$ cat config.mk
export PLATFORM = sky130hd
export DESIGN_NAME = systolic_array_ctrl
export DESIGN_NICKNAME = d
export VERILOG_FILES = /design/src/rtl/systolic_array_ctrl.sv
export SDC_FILE = /design/constraint.sdc
export NUM_CORES = 1
export LEC_CHECK = 0
export BUFFER_PORTS_ARGS = -buffer_cell sky130_fd_sc_hd__buf_2
export CELL_PAD_IN_SITES_DETAIL_PLACEMENT = 1
export CELL_PAD_IN_SITES_GLOBAL_PLACEMENT = 2
export CORE_MARGIN = 2
export CORE_UTILIZATION = 30
export DETAILED_ROUTE_END_ITERATION = 8
export GPL_TIMING_DRIVEN = 0
export PLACE_DENSITY = 0.77
export SKIP_CTS_REPAIR_TIMING = 1
export SKIP_LAST_GASP = 1
export SLEW_MARGIN = 25
export SYNTH_ARGS = -nofsm -noshare
export SYNTH_HDL_FRONTEND = slang
export SYNTH_SLANG_ARGS = --single-unit
$ cat constraint.sdc
create_clock -name i_clk -period 4.1 [get_ports i_clk]
set_input_delay 0.82 -clock i_clk [delete_from_list [all_inputs] [get_ports i_clk]]
set_output_delay 0.82 -clock i_clk [all_outputs]
set_load 0.01 [all_outputs]
$ cat src/rtl/systolic_array_ctrl.sv
// systolic_array_ctrl: clear / skewed-feed / drain sequencer for an output-stationary MAC grid.
// Build option SYSTOLIC_CTRL_PERF_EN adds o_perf_cycles, a saturating count of busy cycles.
module systolic_array_ctrl #(
  parameter int  ARRAY_ROWS = 4,
  parameter int  ARRAY_COLS = 4,
  parameter int  K_W        = 8,
  localparam int RR_W       = (ARRAY_ROWS > 1) ? $clog2(ARRAY_ROWS) : 1
) (
  input  logic                  i_clk,
  input  logic                  i_rstn,
  input  logic                  i_start,
  input  logic [K_W-1:0]        i_k_len,
  output logic                  o_busy,
  output logic                  o_done,
  output logic                  o_pe_clr_n,
  output logic                  o_op_rd_en,
  output logic [K_W-1:0]        o_op_rd_addr,
  output logic [ARRAY_ROWS-1:0] o_row_feed_en,
  output logic [ARRAY_COLS-1:0] o_col_feed_en,
  output logic                  o_res_valid,
  output logic [RR_W-1:0]       o_res_row,
  input  logic                  i_res_ready
`ifdef SYSTOLIC_CTRL_PERF_EN
  ,
  output logic [31:0]           o_perf_cycles
`endif
);

  // state | meaning
  // IDLE  | waiting for start
  // CLEAR | one-cycle PE accumulator clear
  // RUN   | operand reads and skewed feeds, cnt 0..k_len+ROWS+COLS-2
  // DRAIN | present result rows 0..ROWS-1 under valid/ready
  // DONE  | one-cycle completion pulse

  localparam int              CW         = K_W + 2;
  localparam logic [CW-1:0]   C_SKEW     = CW'(ARRAY_ROWS + ARRAY_COLS - 2);
  localparam logic [RR_W-1:0] C_ROW_LAST = RR_W'(ARRAY_ROWS - 1);

  typedef enum logic [2:0] {
    S_IDLE  = 3'd0,
    S_CLEAR = 3'd1,
    S_RUN   = 3'd2,
    S_DRAIN = 3'd3,
    S_DONE  = 3'd4
  } state_t;

  state_t          r_state;
  state_t          w_state_nxt;
  logic [K_W-1:0]  r_k_len;
  logic [CW-1:0]   r_cnt;
  logic [CW-1:0]   w_k_ext;
  logic [CW-1:0]   w_cnt_last;
  logic [RR_W-1:0] r_res_row;
  logic            w_start_ok;
  logic            w_run;
  logic            w_rd_en;

  assign w_k_ext    = {2'b00, r_k_len};
  assign w_cnt_last = w_k_ext + C_SKEW;
  assign w_start_ok = (r_state == S_IDLE) && i_start;
  assign w_run      = (r_state == S_RUN);
  assign w_rd_en    = w_run && (r_cnt < w_k_ext);

  always_ff @(posedge i_clk) begin
    if (!i_rstn) r_state <= S_IDLE;
    else         r_state <= w_state_nxt;
  end

  always_comb begin
    w_state_nxt   = r_state;
    o_busy        = (r_state != S_IDLE);
    o_done        = (r_state == S_DONE);
    o_pe_clr_n    = (r_state != S_CLEAR);
    o_op_rd_en    = w_rd_en;
    o_op_rd_addr  = w_rd_en ? r_cnt[K_W-1:0] : '0;
    o_res_valid   = (r_state == S_DRAIN);
    o_res_row     = r_res_row;
    o_row_feed_en = '0;
    o_col_feed_en = '0;

    // Feed lags the read by one cycle (buffer latency), plus one cycle per row/column of skew.
    for (int i = 0; i < ARRAY_ROWS; i++)
      o_row_feed_en[i] = w_run && (r_cnt >= CW'(i + 1)) && (r_cnt < w_k_ext + CW'(i + 1));
    for (int j = 0; j < ARRAY_COLS; j++)
      o_col_feed_en[j] = w_run && (r_cnt >= CW'(j + 1)) && (r_cnt < w_k_ext + CW'(j + 1));

    case (r_state)
      S_IDLE:  if (i_start) w_state_nxt = S_CLEAR;
      S_CLEAR: w_state_nxt = (r_k_len != '0) ? S_RUN : S_DRAIN;
      S_RUN:   if (r_cnt == w_cnt_last) w_state_nxt = S_DRAIN;
      S_DRAIN: if (i_res_ready && (r_res_row == C_ROW_LAST)) w_state_nxt = S_DONE;
      S_DONE:  w_state_nxt = S_IDLE;
      default: w_state_nxt = S_IDLE;
    endcase
  end

  always_ff @(posedge i_clk) begin
    if (!i_rstn) begin
      r_k_len   <= '0;
      r_cnt     <= '0;
      r_res_row <= '0;
    end else begin
      if (w_start_ok) r_k_len <= i_k_len;

      if (w_run && (r_cnt != w_cnt_last)) r_cnt <= r_cnt + 1'b1;
      else                                r_cnt <= '0;

      if (r_state == S_DRAIN) begin
        if (i_res_ready)
          r_res_row <= (r_res_row == C_ROW_LAST) ? '0 : r_res_row + 1'b1;
      end else begin
        r_res_row <= '0;
      end
    end
  end

`ifdef SYSTOLIC_CTRL_PERF_EN
  logic [31:0] r_perf;

  always_ff @(posedge i_clk) begin
    if (!i_rstn)                                         r_perf <= '0;
    else if (w_start_ok)                                 r_perf <= '0;
    else if ((r_state != S_IDLE) && (r_perf != '1))      r_perf <= r_perf + 1'b1;
  end

  assign o_perf_cycles = r_perf;
`endif

endmodule

==> impl_metrics.py, run 1 <==
metrics = {
    "drt": {
        "ant_nets": 0,
        "vias": 2409,
        "first_pass_iters": 4,
        "wl_microns": 7560,
        "drc": 0,
        "avgRoutedWirePerCell_microns": 15.7,
        "via_per_inst": 5.00,
        "drt_iter0_drc": 60,
    },
    "timing": {
        "clock_skew_ns": 0.00256,
        "worstMarginPinSlew_ns": 0.735,
        "slew_viol_final": 0,
        "fin_tns_setup_ns": 0,
        "finalCritPeriodShare_pct": 93.9,
        "final-hold-violation-count": 0,
        "slew_headroom_pct": 50.9,
        "finalSetupViolCount": 0,
        "rsz0062_at_grt": "false",
        "fmax_mhz": 260,
        "layout_min_cycle_time_ns": 3.85,
    },
    "die": {
        "die-width_microns": 99.4,
        "start_util_pct": 31.1,
        "die_area_sq_um": 9870,
        "core-area_sq_um": 8760,
        "die_y_microns": 99.4,
        "rows": 34,
        "io_pins": 35,
    },
    "cells_and_area": {
        "fin_nets": 442,
        "mostFrequentLayoutCells": "ha_1, buf_2, nor2_1",
        "num_antenna_cells": 0,
        "drive_gt1_share_pct": 16.0,
        "fillerInstances": 1069,
        "area_growth_pct": 12.9,
        "post-route-util_pct": 35.2,
        "layout_commonest_cell": "ha_1",
    },
    "pwr": {
        "p_int_w": 0.000412,
        "power.density_nw_per_um2": 211,
        "combPwrFrac_pct": 39.6,
        "sw_frac_of_total_pct": 36.7,
        "power_leakage_nw": 1.31,
        "ir_worst_vdd_v": 0.000159,
        "power_frac_clock_pct": 21.9,
        "seqPwrFrac_pct": 38.5,
        "switching_power_w": 0.000239,
    },
    "logic_synthesis": {
        "netlist_instances": 336,
        "synth_nets": 403,
        "synth-main-ff-cell": "dfxtp_1",
        "syn_area_sq_um": 2730,
        "synth_edf_count": 0,
        "synthArstFlopShare_pct": 0,
        "synthDistinctLibCells": 49,
        "ys_seq_elements": 23,
        "synth.avg_cell_area_sq_um": 8.12,
        "synth_seq_area_share_pct": 16.9,
        "yosysWarningCount": 0,
    },
    "clock_network": {
        "h-tree-depth": 1,
        "clock_sinks": 23,
        "cts_buffers": 3,
        "root_buffer": "clkbuf_8",
        "clk_pin_slew_ns": 0.08,
        "clk-insertion-delay-late_ns": 0.26,
        "cts_tree": "yes",
        "clockBufferDepth": 2,
    },
    "place": {
        "portBuffers": 34,
        "routabilityCongestion": 0.859,
        "hpwlAfterDp_microns": 6160,
    },
    "global_routing": {
        "antenna_found_initial": 0,
        "grt_pass1_vias": 2450,
        "grt_max_degree": 14,
        "grt_use_met3_pct": 0.914,
        "grt.overflow.total": 0,
        "use_met2_pct": 27.7,
        "met1_usage_pct": 21.9,
        "grt_pass1_wl_microns": 12600,
        "grt.busiest_layer": "met2",
        "track_usage_pct": 15.9,
    },
    "setup_path": {
        "crit_fanout": 10,
        "worstSetupEndpointType": "output pin",
        "path_class": "register to output pin",
        "start_kind": "register",
        "cp.required_ns": 3.28,
        "cp.arrival_ns": 3.03,
    },
    "outcome": {
        "status": "completed",
    },
    "run": {
        "drv_cap": 0,
    },
    "min_path": {
        "hold_class": "register to register",
    },
}
==> stage by stage <==
| step | cells | total power (W) | instance area (sq um) | worst slack (ns) | hold slack [ns] |
|---|---|---|---|---|---|
| global placement | 478 | 0.000508 | 3030 | 0.492 | 0.501 |
| CTS | 482 | 0.000668 | 3080 | 0.106 | 0.546 |
| global route | 482 | 0.000708 | 3080 | 0.00490 | 0.581 |
| detailed placement | 478 | 0.000517 | 3030 | 0.427 | 0.523 |
| floorplan | 336 | 0.000441 | 2730 | 0.968 | 0.468 |
| finish | 482 | 0.000651 | 3080 | 0.251 | 0.533 |
==> per-layer routing <==
layer | share of wire, % | vias to the layer above | routed length (microns)
met4 | 0.32 | 0 | 24
met5 | 0 | - | 0
li1 | - | 1244 | -
met1 | 50 | 1141 | 3760
met3 | 1.3 | 2 | 99
met2 | 49 | 22 | 3670
==> registers in the layout, summed over array words and instances (netlist names) <==
name	flops
r_cnt	10
r_k_len	8
r_state	3
o_res_row	2
==> Yosys cell counts, types with 2 or more instances <==
cell type | n | share of area [%]
dfxtp_1 | 23 | 17
xor2_1 | 7 | 2.2
inv_1 | 19 | 2.6
a21o_1 | 2 | 0.55
xnor2_1 | 28 | 9.0
buf_2 | 5 | 0.92
clkbuf_1 | 4 | 0.55
a21bo_2 | 2 | 0.73
o311ai_0 | 2 | 0.64
nor3b_1 | 5 | 1.4
a21boi_0 | 8 | 2.2
mux2i_1 | 2 | 0.73
o211ai_1 | 4 | 1.1
a21oi_1 | 11 | 2.0
o221ai_1 | 2 | 0.64
o21ai_0 | 6 | 1.1
nand2b_1 | 3 | 0.69
o21a_1 | 9 | 2.5
nor2_1 | 37 | 5.1
o21bai_1 | 2 | 0.55
a2111oi_0 | 2 | 0.64
and2_1 | 3 | 0.69
nand4_1 | 6 | 1.4
nor2b_1 | 7 | 1.6
buf_6 | 2 | 0.83
ha_1 | 55 | 25
nor4_1 | 2 | 0.46
nand2_1 | 32 | 4.4
buf_4 | 6 | 1.7
nor3_1 | 11 | 2.0
nand3_1 | 9 | 1.7
and3_1 | 3 | 0.69
==> cell families (layout without fill, tap and decap cells) <==
kind of cell	after synthesis	in the layout	synth area share [%]
XOR/XNOR	36	36	11.8
buffers and inverters	36	74	6.56
multiplexers	2	2	0.734
AND/OR/NAND/NOR	127	127	23.3
flip-flops	23	23	16.9
AO/OA/AOI/OAI	57	57	15.5
adder cells (fa/ha/maj)	55	55	25.2
==> cell type report <==
type	count	area [sq um]	share of cell area, %
Clock inverter	1	5.00	0.162
Tap cell	108	135	4.39
Sequential cell	23	462	15.0
Inverter	19	71.3	2.32
Clock buffer	3	41.3	1.34
Multi-Input combinational cell	277	2090	67.8
Buffer	17	108	3.49
Timing Repair Buffer	34	170	5.52
==> worst max-delay path: stages, from the launching register on <==
cell and delay (ns):
dfxtp_1 0.59, inv_1 0.23, ha_1 0.33, inv_1 0.04
ha_1 0.26, a21o_1 0.16, a2111oi_0 0.65, o2111a_1 0.29
buf_4 0.11, buf_2 0.11
==> worst paths after layout <==
check	start	end	slack, ns	depth (start not counted)
worst min-delay path	o_res_row[1]$_SDFFE_PN0P_	o_res_row[1]$_SDFFE_PN0P_	0.53	2
worst max-delay path	r_k_len[2]$_SDFFE_PN0P_	o_row_feed_en[3]	0.25	9
worst max register to register	r_k_len[2]$_SDFFE_PN0P_	r_state[0]$_SDFFE_PN0P_	1.34	9
worst min register to register	o_res_row[1]$_SDFFE_PN0P_	o_res_row[1]$_SDFFE_PN0P_	0.53	2
==> power by group through the flow <==
stage / clock network, W / logic [W] / registers, W
2_1_floorplan: 0 / 0.000191 / 0.000250
3_3_place_gp: 0 / 0.000253 / 0.000256
3_5_place_dp: 0 / 0.000261 / 0.000256
4_1_cts: 0.000154 / 0.000262 / 0.000251
5_1_grt: 0.000161 / 0.000294 / 0.000253
6_report: 0.000142 / 0.000258 / 0.000251
(Power assumes the default switching activity.)
==> run 2: changes to the inputs <==
--- a/config.mk
+++ b/config.mk
@@ -13,4 +13,5 @@
 export DETAILED_ROUTE_END_ITERATION = 8
 export GPL_TIMING_DRIVEN = 0
+export MAX_ROUTING_LAYER = met4
 export PLACE_DENSITY = 0.77
 export SKIP_CTS_REPAIR_TIMING = 1
==> constraint.sdc (replaced) <==
create_clock -name i_clk -period 4.1 [get_ports i_clk]
set_input_delay 0.41 -clock i_clk [delete_from_list [all_inputs] [get_ports i_clk]]
set_output_delay 0.41 -clock i_clk [all_outputs]
set_load 0.01 [all_outputs]
==> run 2 against run 1 <==
  * Sequential share of layout area is essentially flat
  * Fmax grew 9.2%
  * Critical endpoint unchanged
  * Final cell count is the same
  * Largest power group unchanged
  * Sequential cell count is the same
  * Setup slack gained 0.33 ns
  * Die area is the same
  * Critical path type unchanged
  * Non-clock buffer count is the same
  * Cell area is essentially flat
  * Clock-buffer cell count is the same
  * Register-to-register slack is essentially flat
==> impl_metrics.py, run 2 (synthesized netlist as in run 1, its figures left out) <==
metrics = {
    "outcome": {
        "status": "completed",
    },
    "timing": {
        "final-hold-violation-count": 0,
        "fmax_mhz": 284,
        "final.hold.worst_slack_ns": 0.386,
        "finalSetupViolCount": 0,
        "layout_min_cycle_time_ns": 3.52,
        "rsz0062_at_grt": "false",
        "worstMarginPinSlew_ns": 0.743,
        "slew_viol_final": 0,
        "setup_slack_ns": 0.577,
        "slew_headroom_pct": 50.3,
        "clock_skew_ns": 0.00148,
        "fin_tns_setup_ns": 0,
        "finalCritPeriodShare_pct": 85.9,
    },
    "die": {
        "core-area_sq_um": 8760,
        "rows": 34,
        "die-width_microns": 99.4,
        "die_area_sq_um": 9870,
        "io_pins": 35,
        "die_y_microns": 99.4,
        "start_util_pct": 31.1,
    },
    "setup_path": {
        "start_kind": "register",
        "cp.required_ns": 3.69,
        "r2r_setup_slack_ns": 1.35,
        "reg2reg_depth": 9,
        "crit_fanout": 10,
        "path_class": "register to output pin",
        "worstSetupEndpointType": "output pin",
        "cp.arrival_ns": 3.11,
    },
    "clock_network": {
        "clk-insertion-delay-late_ns": 0.26,
        "cts_buffers": 3,
        "cts_tree": "yes",
        "clockBufferDepth": 2,
        "clock_sinks": 23,
        "h-tree-depth": 1,
        "root_buffer": "clkbuf_8",
        "clk_pin_slew_ns": 0.08,
    },
    "drt": {
        "drc": 0,
        "wl_microns": 7590,
        "drt_iter0_drc": 62,
        "via_per_inst": 4.98,
        "first_pass_iters": 4,
        "vias": 2399,
        "avgRoutedWirePerCell_microns": 15.7,
        "ant_nets": 0,
    },
    "pwr": {
        "seqPwrFrac_pct": 38.5,
        "ir_worst_vdd_v": 0.000158,
        "fin_total_pwr_w": 0.000651,
        "combPwrFrac_pct": 39.6,
        "sw_frac_of_total_pct": 36.6,
        "p_int_w": 0.000412,
        "power_leakage_nw": 1.31,
        "switching_power_w": 0.000238,
        "power_frac_clock_pct": 21.9,
        "power.density_nw_per_um2": 211,
    },
    "global_routing": {
        "grt.overflow.total": 0,
        "grt_pass1_vias": 2450,
        "track_usage_pct": 16.3,
        "antenna_found_initial": 0,
        "grt_max_degree": 14,
        "grt_pass1_wl_microns": 12600,
    },
    "place": {
        "hpwlAfterDp_microns": 6160,
        "portBuffers": 34,
        "routabilityCongestion": 0.872,
        "post-place-ws_ns": 0.837,
    },
    "cells_and_area": {
        "drive_gt1_share_pct": 15.8,
        "mostFrequentLayoutCells": "ha_1, buf_2, nor2_1",
        "fillerInstances": 1069,
        "area_growth_pct": 12.9,
        "top_register": "r_cnt",
        "post-route-util_pct": 35.1,
        "largest_reg_flops": 10,
        "fin_nets": 442,
        "multi_input_area_sq_um": 2090,
        "reg.largest.list": "r_cnt: 10 flops, r_k_len: 8 flops, r_state: 3 flops",
        "seq_area_sq_um": 460,
        "num_antenna_cells": 0,
        "layout_commonest_cell": "ha_1",
    },
    "run": {
        "drv_cap": 0,
    },
    "min_path": {
        "hold_class": "primary input to register",
        "min_path_cells": 3,
    },
}
run 2: changes by cell type in the layout (fill, tap and decap cells not counted):
| cell | change |
|---|---|
| dfxtp_1 | +1 |
| dfxtp_2 | -1 |
run 2: layer usage:
| layer | GRT usage (%) | share of wire (%) | routed length [microns] |
|---|---|---|---|
| met5 | - | 0 | 0 |
| met4 | 2.85 | 0.32 | 24 |
| met3 | 0.984 | 1.8 | 137 |
| met2 | 27.7 | 48 | 3650 |
| met1 | 21.8 | 50 | 3780 |
run 2: final timing paths:
path	from	endpoint
max	r_k_len[1]$_SDFFE_PN0P_	o_row_feed_en[3]
min	i_k_len[6]	r_k_len[6]$_SDFFE_PN0P_
max reg2reg	r_k_len[2]$_SDFFE_PN0P_	r_state[0]$_SDFFE_PN0P_
min reg2reg	o_res_row[1]$_SDFFE_PN0P_	o_res_row[1]$_SDFFE_PN0P_
run 2: final cells by class:
cell class	count	share of cell area, %
clock buffer	3	1.34
buffer	17	3.49
inverter	19	2.32
timing repair buffer	34	5.53
tap	108	4.39
multi-input combinational	277	67.8
sequential	23	15.0
clock inverter	1	0.163
run 2: per-stage QoR:
step / area, sq um / cells
after floorplan: 2730 / 336
final: 3080 / 482
after global placement: 3030 / 478
after detailed placement: 3030 / 478
after global routing: 3080 / 482
after CTS: 3080 / 482
run 2: power groups by stage:
stage                     sequential [W]  clock, W  combinational (W)
after floorplan                 0.000250         0           0.000191
after global placement          0.000256         0           0.000253
after detailed placement        0.000256         0           0.000261
after CTS                       0.000251  0.000154           0.000262
after global routing            0.000253  0.000161           0.000294
final                           0.000250  0.000142           0.000258
run 2: critical path: stages (launching register included):
cell       delay [ns]
dfxtp_1          0.59
inv_1            0.21
ha_1             0.36
nor2b_1          0.15
o21bai_1         0.13
nand2b_1         0.07
a21o_1           0.18
a2111oi_0        0.65
o2111a_1         0.29
buf_4            0.11
buf_2            0.11
==> run 3: changes to the inputs <==
- CORE_UTILIZATION: 30 -> 25
- PLACE_DENSITY: 0.77 -> 0.67
- clock period: 4.1 -> 4.5 ns (I/O delays scaled with it)
==> run 3 against run 2 <==
  * Routed wire length up 4.4%
  * Via count rose by 2.3%
  * Total power down 8.1%
  * Critical path depth up 1
  * Setup slack better by 0.40 ns
  * First-iteration DRC count shrank 16%
  * Clock power fell by 7%
  * Cell area is 1.3% higher
  * Sequential cell count unchanged
  * Global-route usage shrank 1.7 points
  * Combinational power shrank 8.1%
  * Largest cell class unchanged
  * Highest routed layer unchanged
==> impl_metrics.py, run 3 (synthesized netlist as in run 1, its figures left out) <==
metrics = {
    "clock_network": {
        "cts_tree": "yes",
        "clk_pin_slew_ns": 0.08,
        "cts_buffers": 3,
        "clockBufferDepth": 2,
        "h-tree-depth": 1,
        "clk-insertion-delay-late_ns": 0.27,
        "clock_sinks": 23,
        "root_buffer": "clkbuf_8",
    },
    "place": {
        "routabilityCongestion": 0.773,
        "hpwlAfterDp_microns": 6340,
        "portBuffers": 34,
        "post-place-ws_ns": 1.23,
    },
    "timing": {
        "finalCritPeriodShare_pct": 78.2,
        "slew_viol_final": 0,
        "worstMarginPinSlew_ns": 0.762,
        "fmax_mhz": 284,
        "final-hold-violation-count": 0,
        "rsz0062_at_grt": "false",
        "slew_headroom_pct": 49.1,
        "finalSetupViolCount": 0,
        "clock_skew_ns": 0.00694,
        "setup_slack_ns": 0.979,
        "fin_tns_setup_ns": 0,
        "layout_min_cycle_time_ns": 3.52,
    },
    "pwr": {
        "switching_power_w": 0.000222,
        "power_frac_clock_pct": 22.1,
        "sw_frac_of_total_pct": 37.2,
        "seqPwrFrac_pct": 38.2,
        "combPwrFrac_pct": 39.7,
        "p_int_w": 0.000376,
        "power_leakage_nw": 1.31,
        "fin_total_pwr_w": 0.000598,
        "power.density_nw_per_um2": 192,
        "ir_worst_vdd_v": 0.000147,
    },
    "setup_path": {
        "crit_fanout": 10,
        "crit_chain": "ha_1, and3_1, and3_1, nand2b_1, ha_1, nor2b_1, o2111ai_1, a21oi_1, nor3_1, buf_4, buf_2",
        "start_kind": "register",
        "cp_top_family": "simple AND/OR/NAND/NOR gates",
        "cp_slowest_cell": "dfxtp_1",
        "worstSetupEndpointType": "output pin",
        "critPathBufInv": 2,
        "cp.required_ns": 4.05,
        "path_class": "register to output pin",
        "max_stage_delay_ns": 0.61,
        "cp.arrival_ns": 3.07,
    },
    "die": {
        "die-width_microns": 108,
        "core-area_sq_um": 10700,
        "start_util_pct": 25.4,
        "rows": 38,
        "die_y_microns": 108,
        "die_area_sq_um": 11800,
        "io_pins": 35,
    },
    "cells_and_area": {
        "drive_gt1_share_pct": 15.8,
        "fin_nets": 442,
        "layout_commonest_cell": "ha_1",
        "num_antenna_cells": 0,
        "reg.largest.list": "r_cnt: 10 flops, r_k_len: 8 flops, r_state: 3 flops",
        "fillerInstances": 1358,
        "top_register": "r_cnt",
        "mostFrequentLayoutCells": "ha_1, buf_2, nor2_1",
        "area_growth_pct": 14.4,
        "largest_reg_flops": 10,
        "post-route-util_pct": 29.0,
    },
    "global_routing": {
        "track_usage_pct": 14.7,
        "grt.overflow.total": 0,
        "grt_pass1_vias": 2583,
        "grt_pass1_wl_microns": 13200,
        "grt_max_degree": 14,
        "antenna_found_initial": 0,
    },
    "run": {
        "drv_cap": 0,
    },
    "drt": {
        "wl_microns": 7920,
        "ant_nets": 0,
        "avgRoutedWirePerCell_microns": 15.4,
        "via_per_inst": 4.77,
        "vias": 2454,
        "first_pass_iters": 4,
        "drt_iter0_drc": 52,
        "drc": 0,
    },
    "outcome": {
        "status": "completed",
    },
    "min_path": {
        "hold_class": "primary input to register",
    },
}
==> run 3: power by group through the flow <==
stage / logic (W) / registers [W] / clock network [W]
floorplan: 0.000174 / 0.000228 / 0
global placement: 0.000233 / 0.000233 / 0
detailed placement: 0.000239 / 0.000234 / 0
CTS: 0.000240 / 0.000229 / 0.000139
global route: 0.000269 / 0.000231 / 0.000149
finish: 0.000237 / 0.000228 / 0.000132
==> run 3: worst paths after layout <==
| check | from | endpoint | slack (ns) | cells past startpoint |
|---|---|---|---|---|
| max reg2reg | r_k_len[2]$_SDFFE_PN0P_ | r_state[0]$_SDFFE_PN0P_ | 1.72 | 9 |
| min | i_k_len[1] | r_k_len[1]$_SDFFE_PN0P_ | 0.43 | 3 |
| min reg2reg | o_res_row[1]$_SDFFE_PN0P_ | o_res_row[1]$_SDFFE_PN0P_ | 0.54 | 2 |
| max | r_k_len[2]$_SDFFE_PN0P_ | o_row_feed_en[2] | 0.98 | 11 |
==> run 3: metrics by stage <==
stage | cells | cell area (sq um) | hold WS, ns
floorplan | 336 | 2730 | 0.468
global placement | 510 | 3070 | 0.505
detailed placement | 510 | 3070 | 0.531
CTS | 514 | 3120 | 0.425
global route | 514 | 3120 | 0.427
finish | 514 | 3120 | 0.428
==> run 3: final cells by class <==
| cell class | count | area [sq um] | area share (%) |
|---|---|---|---|
| Buffer | 17 | 108 | 3.45 |
| Clock buffer | 3 | 41.3 | 1.32 |
| Clock inverter | 1 | 5.00 | 0.160 |
| Inverter | 19 | 71.3 | 2.29 |
| Multi-Input combinational cell | 277 | 2090 | 66.9 |
| Sequential cell | 23 | 460 | 14.8 |
| Tap cell | 140 | 175 | 5.62 |
| Timing Repair Buffer | 34 | 170 | 5.46 |
==> run 3: per-layer routing <==
layer  vias to the layer above  track usage, %  wire [microns]  share of wire, %
met5                         -               -               0                 0
met4                         0            1.83              23              0.29
met3                         2           0.784             110               1.4
met2                        24            25.8            3900                49
met1                      1185            19.0            3890                49
li1                       1243               -               -                 -
==> run 3: worst register-to-register path: stages (launching register included) <==
cell	delay, ns
dfxtp_1	0.61
inv_1	0.21
ha_1	0.32
inv_1	0.04
ha_1	0.28
or4_1	0.49
nor2_1	0.19
o2111ai_2	0.22
nor3b_2	0.25
o21a_1	0.13
